==> src/rtl/multicycle_control.sv <==
// multicycle_control: FSM sequencing fetch/decode/execute/memory/writeback for the multi-cycle datapath
module multicycle_control #(
  parameter int OPW = 6,
  parameter int FNW = 6,
  parameter int HAS_EXT = 1,
  parameter int CNTW = 16
) (
  input  logic            clk,
  input  logic            reset,
  input  logic [OPW-1:0]  opcode,
  input  logic [FNW-1:0]  funct,
  input  logic            alu_zero,
  input  logic            alu_neg,
  input  logic            alu_ovf,
  input  logic            mem_ready,
  output logic            pc_write,
  output logic            ir_write,
  output logic            iord,
  output logic            mem_read,
  output logic            mem_write,
  output logic            reg_write,
  output logic [1:0]      reg_dst,
  output logic [1:0]      mem_to_reg,
  output logic            alu_src_a,
  output logic [1:0]      alu_src_b,
  output logic [1:0]      alu_op,
  output logic [1:0]      pc_src,
  output logic [3:0]      state,
  output logic            v_flag,
  output logic            illegal,
  output logic [CNTW-1:0] retired
);
  typedef enum logic [3:0] {
    S_FETCH, S_DECODE, S_MEM_ADDR, S_MEM_RD, S_MEM_WB, S_MEM_WR, S_R_EXEC,
    S_R_WB, S_BRANCH, S_I_EXEC, S_I_WB, S_LINK, S_JREG, S_LINK_WB
  } state_t;

  localparam logic [OPW-1:0] OP_R      = OPW'(6'b000000);
  localparam logic [OPW-1:0] OP_LW     = OPW'(6'b100011);
  localparam logic [OPW-1:0] OP_SW     = OPW'(6'b101011);
  localparam logic [OPW-1:0] OP_BEQ    = OPW'(6'b000100);
  localparam logic [OPW-1:0] OP_BLEZAL = OPW'(6'b100100);
  localparam logic [OPW-1:0] OP_BALV   = OPW'(6'b100000);
  localparam logic [OPW-1:0] OP_NANDI  = OPW'(6'b010000);
  localparam logic [OPW-1:0] OP_JALPC  = OPW'(6'b011111);
  localparam logic [FNW-1:0] FN_BRV    = FNW'(6'b010100);

  state_t        r_state, w_next;
  logic          r_v;
  logic [CNTW-1:0] r_ret;
  logic w_ext, w_rt, w_lw, w_sw, w_beq, w_blezal, w_balv, w_nandi, w_jalpc, w_brv;
  logic w_take, w_retire;
  logic w_fetch, w_decode, w_maddr, w_mrd, w_mwb, w_mwr, w_rexec, w_rwb;
  logic w_branch, w_iexec, w_iwb, w_link, w_jreg, w_lwb;

  assign w_ext    = HAS_EXT != 0;
  assign w_rt     = opcode == OP_R;
  assign w_lw     = opcode == OP_LW;
  assign w_sw     = opcode == OP_SW;
  assign w_beq    = opcode == OP_BEQ;
  assign w_blezal = w_ext && opcode == OP_BLEZAL;
  assign w_balv   = w_ext && opcode == OP_BALV;
  assign w_nandi  = w_ext && opcode == OP_NANDI;
  assign w_jalpc  = w_ext && opcode == OP_JALPC;
  assign w_brv    = w_ext && funct == FN_BRV;

  assign w_fetch  = r_state == S_FETCH;
  assign w_decode = r_state == S_DECODE;
  assign w_maddr  = r_state == S_MEM_ADDR;
  assign w_mrd    = r_state == S_MEM_RD;
  assign w_mwb    = r_state == S_MEM_WB;
  assign w_mwr    = r_state == S_MEM_WR;
  assign w_rexec  = r_state == S_R_EXEC;
  assign w_rwb    = r_state == S_R_WB;
  assign w_branch = r_state == S_BRANCH;
  assign w_iexec  = r_state == S_I_EXEC;
  assign w_iwb    = r_state == S_I_WB;
  assign w_link   = r_state == S_LINK;
  assign w_jreg   = r_state == S_JREG;
  assign w_lwb    = r_state == S_LINK_WB;

  // balv reads the sticky flag, never the live ALU flags
  assign w_take = w_beq ? alu_zero : w_blezal ? (alu_zero | alu_neg) : (w_balv & r_v);

  always_comb begin
    w_next = S_FETCH;
    case (r_state)
      S_FETCH:    w_next = mem_ready ? S_DECODE : S_FETCH;
      S_DECODE:   w_next = w_rt ? S_R_EXEC : (w_lw | w_sw) ? S_MEM_ADDR :
                           (w_beq | w_blezal | w_balv) ? S_BRANCH :
                           w_nandi ? S_I_EXEC : w_jalpc ? S_LINK : S_FETCH;
      S_MEM_ADDR: w_next = w_lw ? S_MEM_RD : S_MEM_WR;
      S_MEM_RD:   w_next = mem_ready ? S_MEM_WB : S_MEM_RD;
      S_MEM_WR:   w_next = mem_ready ? S_FETCH : S_MEM_WR;
      S_R_EXEC:   w_next = w_brv ? S_JREG : S_R_WB;
      S_BRANCH:   w_next = ((w_blezal | w_balv) & w_take) ? S_LINK_WB : S_FETCH;
      S_I_EXEC:   w_next = S_I_WB;
      S_LINK:     w_next = S_JREG;
      default:    w_next = S_FETCH;
    endcase
  end

  assign w_retire = w_next == S_FETCH && !w_fetch && !w_decode;

  always_ff @(posedge clk) begin
    if (reset) begin
      r_state <= S_FETCH;
      r_v     <= 1'b0;
      r_ret   <= '0;
    end else begin
      r_state <= w_next;
      r_v     <= w_rexec ? (r_v | alu_ovf) : (w_jreg & w_rt) ? 1'b0 : r_v;
      r_ret   <= w_retire ? r_ret + CNTW'(1) : r_ret;
    end
  end

  // JREG serves brv (opcode 0, conditional on the flag) and jalpc (unconditional)
  assign pc_write   = !reset & ((w_fetch & mem_ready) | (w_branch & w_take) | (w_jreg & (w_rt ? r_v : 1'b1)));
  assign ir_write   = !reset & w_fetch & mem_ready;
  assign iord       = !reset & (w_mrd | w_mwr);
  assign mem_read   = !reset & (w_fetch | w_mrd);
  assign mem_write  = !reset & w_mwr;
  assign reg_write  = !reset & (w_mwb | w_rwb | w_iwb | w_link | w_lwb);
  assign reg_dst    = (w_link | w_lwb) ? 2'b10 : w_rwb ? 2'b01 : 2'b00;
  assign mem_to_reg = (w_link | w_lwb) ? 2'b10 : w_mwb ? 2'b01 : 2'b00;
  assign alu_src_a  = w_maddr | w_rexec | w_branch | w_iexec;
  assign alu_src_b  = w_fetch ? 2'b01 : w_decode ? 2'b11 : (w_maddr | w_iexec) ? 2'b10 : 2'b00;
  assign alu_op     = w_rexec ? 2'b10 : w_branch ? 2'b01 : w_iexec ? 2'b11 : 2'b00;
  assign pc_src     = w_branch ? 2'b01 : w_jreg ? 2'b11 : 2'b00;
  assign illegal    = !reset & ((w_decode & w_next == S_FETCH) | r_state >= 4'd14);
  assign state      = r_state;
  assign v_flag     = r_v;
  assign retired    = r_ret;
endmodule

==> config.mk <==
export PLATFORM = sky130hd
export DESIGN_NAME = multicycle_control
export DESIGN_NICKNAME = d
export VERILOG_FILES = /design/src/rtl/multicycle_control.sv
export SDC_FILE = /design/constraint.sdc
export NUM_CORES = 1
export LEC_CHECK = 0
export ABC_CLOCK_PERIOD_IN_PS = 2900
export BUFFER_PORTS_ARGS = -buffer_cell sky130_fd_sc_hd__buf_2
export CORE_ASPECT_RATIO = 0.9
export CORE_MARGIN = 1.5
export CORE_UTILIZATION = 50
export DETAILED_ROUTE_END_ITERATION = 10
export PLACE_DENSITY = 0.91
export SLEW_MARGIN = 10
export SYNTH_ARGS = -nofsm -noshare
export SYNTH_HDL_FRONTEND = slang
export SYNTH_SLANG_ARGS = --single-unit
==> constraint.sdc <==
create_clock -name clk -period 2.9 [get_ports clk]
set_input_delay 0.145 -clock clk [delete_from_list [all_inputs] [get_ports clk]]
set_output_delay 0.145 -clock clk [all_outputs]
set_load 0.01 [all_outputs]
==> results.py <==
metrics = {
    "global_routing": {
        "grt_overflow_total": 0,
        "antenna_found_initial": 0,
        "grt_pass1_vias": 1570,
        "grt_start_max_net_pins": 36,
        "grt_use_total": 0.251,
        "grt_pass1_wl_mm": 7.25,
    },
    "placement": {
        "gp_congestion": 1.00,
        "place_inst": 307,
        "port_buffers": 56,
        "dpl_worst_slack_ns": 0.210,
        "hpwl_mm": 3.32,
    },
    "synth": {
        "synth-seq-cells": 21,
        "synth-edff-count": 0,
        "syn-num-nets": 237,
        "syn_area_um2": 1610,
        "avgSynthCellArea_um2": 7.39,
        "synth-async-reset-ratio": 0,
        "ys_types": 56,
        "synthCells": 218,
        "yosysSeqAreaShare": 0.261,
        "yosys_warnings": 0,
        "synth_ff_type": "dfxtp_1",
    },
    "sta": {
        "drv_slew": 0,
        "timing.fmax_ghz": 0.375,
        "rsz0062_at_grt": "false",
        "finalSetupTns_ns": 0,
        "fin_crit_sh": 0.919,
        "worstMarginPinSlew_ns": 0.739,
        "hold_viol": 0,
        "setup_viol": 0,
        "fin_ws_ns": 0.234,
        "slew-limit-headroom": 0.506,
        "clock_skew_ns": 0.0168,
        "finalCriticalPeriod_ns": 2.67,
    },
    "cells_and_area": {
        "antenna_cells": 0,
        "multi_input_area_um2": 1100,
        "layout.nets": 289,
        "fillers": 265,
        "final_layout_size_suffix_gt1_frac": 0.271,
        "area_delta_synth_final_pct": 20.5,
        "instances_no_fill": 311,
        "ff_latch_area_um2": 422,
    },
    "power": {
        "p_comb_frac": 0.158,
        "p_total_w": 0.000525,
        "p_leak_nw": 0.818,
        "peakVddDrop_mv": 0.245,
        "p_int_w": 0.000377,
        "pwr-share-seq": 0.559,
        "clkPwrFrac": 0.284,
        "powerDensity_nw_per_um2": 271,
        "net-switching-power_w": 0.000149,
        "switching_share": 0.283,
    },
    "route": {
        "wire_per_inst_um": 14.0,
        "drc": 0,
        "first_pass_iters": 5,
        "ant_nets": 0,
        "drt_wl_total_mm": 4.35,
        "drt_iter0_markers": 252,
        "viasPerCell": 6.03,
        "vias": 1876,
    },
    "status": {
        "status": "finished, final reports clean",
    },
    "floorplanning": {
        "coreArea_um2": 3070,
        "fp.dieH_um": 56.9,
        "start_util": 0.525,
        "pin_count": 57,
        "num_rows": 19,
        "die_w_um": 62.8,
        "die_area_um2": 3570,
    },
    "flow_run": {
        "maxCapViolCount": 0,
    },
    "min_path": {
        "hold_path_class": "in -> reg",
    },
    "worst_setup_path": {
        "critical_path_required_ns": 2.76,
        "crit_type": "reg -> out",
        "critPathMaxFanout": 11,
        "start_kind": "register",
        "cp-end-kind": "output pin",
        "arrival_ns": 2.52,
    },
    "clock_tree": {
        "cts_buffers": 3,
        "cts_root_buffer": "clkbuf_4",
        "cts_max_level": 1,
        "hold_buffers": 0,
        "clkTransAtPathRegs_ns": 0.13,
        "cts_tree": "built",
        "insertion_delay_ns": 0.32,
        "cts_setup_buffers": 0,
        "cts_sinks": 21,
        "cts_buffer_depth": 2,
    },
}
-- flip-flops by register name (all words and copies together), names as in the netlist --
register  cells
retired      16
state         4
v_flag        1
-- Yosys cell counts (2+ instances only) --
library cell,number,area (um^2)
nor2b_1,7,43.8
o21a_1,2,15.0
nand4_1,5,31.3
inv_1,5,18.8
clkbuf_1,6,22.5
nand2b_1,11,68.8
o31ai_1,5,37.5
o211ai_1,2,15.0
or4_1,6,45.0
a21oi_1,13,65.1
nor4_1,3,18.8
dfxtp_1,21,420
a311oi_1,2,17.5
o21ai_1,3,15.0
or2_2,2,12.5
a31oi_1,3,18.8
nor2_1,26,97.6
nor3b_1,3,22.5
o2111ai_1,2,17.5
xnor2_1,3,26.3
mux2_1,6,67.6
o21ai_0,4,20.0
or3_1,4,25.0
nor3_1,14,70.1
nand3_1,10,50.1
nand2_1,15,56.3
buf_2,6,30.0
-- what timing repair did --
action	in CTS	in global routing
resized for setup	0	1
hold endpoints to repair	0	0
setup endpoints to repair	0	7
-- power groups by stage --
stage                     clock network, W  logic [W]  registers (W)
after floorplan                          0  0.0000468       0.000299
after global placement                   0  0.0000807       0.000300
after detailed placement                 0  0.0000812       0.000300
after CTS                         0.000148  0.0000817       0.000293
after global routing              0.000163  0.0000908       0.000294
final                             0.000149  0.0000828       0.000294
-- cell usage in the layout (no fill, tap or decap), types with 4 or more instances in the layout --
cell      instances
buf_2            56
nor2_1           26
dfxtp_1          20
nand2_1          15
nor3_1           14
a21oi_1          13
nand2b_1         11
nand3_1          10
nor2b_1           7
or4_1             6
mux2_1            6
buf_4             6
inv_1             5
nand4_1           5
o31ai_1           5
o21ai_0           4
or3_1             4
-- critical path, stage by stage (launching register included) --
cell	delay, ns
dfxtp_1	0.55
nand2b_1	0.24
nor3_1	0.07
a21o_1	0.26
or4_1	0.57
o41ai_1	0.31
buf_2	0.20
-- routing by layer --
metal  global-route usage  up-vias  routed length, um  share of wire
met5                    0        -                  0              0
met4               0.0635        0                 34         0.0078
met3               0.0601        6                412          0.095
met2                0.382      102               1950           0.45
met1                0.355      856               1950           0.45
li1                     -      912                  -              -
-- kinds of logic after synthesis --
kind of cell	count (synthesis)	synth area share
multiplexers	6	0.0419
adder cells (fa/ha/maj)	1	0.00776
buffers and inverters	20	0.0582
AO/OA/AOI/OAI	51	0.219
XOR/XNOR	4	0.0217
flip-flops	21	0.261
AND/OR/NAND/NOR	115	0.391
-- area by class of cell --
class                           count  area share
Tap cell                           42      0.0271
Inverter                            5     0.00966
Timing Repair Buffer               62       0.168
Sequential cell                    21       0.217
Multi-Input combinational cell    177       0.565
Clock buffer                        4      0.0135
-- worst paths after layout --
path	end	from	slack [ns]	cells after the start
setup reg to reg	retired[8]	state[1]	0.33	7
setup / recovery	illegal	state[1]	0.23	6
hold / removal	v_flag	alu_ovf	0.21	3
hold reg to reg	retired[11]	retired[11]	0.51	2
-- metrics by stage --
| stage | hold WS, ns | cell area, um^2 | utilization |
|---|---|---|---|
| 6_report | 0.206 | 1940 | 0.633 |
| 3_3_place_gp | 0.487 | 1910 | 0.624 |
| 2_1_floorplan | 0.362 | 1610 | - |
| 4_1_cts | 0.206 | 1940 | 0.633 |
| 3_5_place_dp | 0.498 | 1910 | 0.624 |
| 5_1_grt | 0.202 | 1940 | 0.633 |
Note: power is estimated with default switching activity, not from simulation.
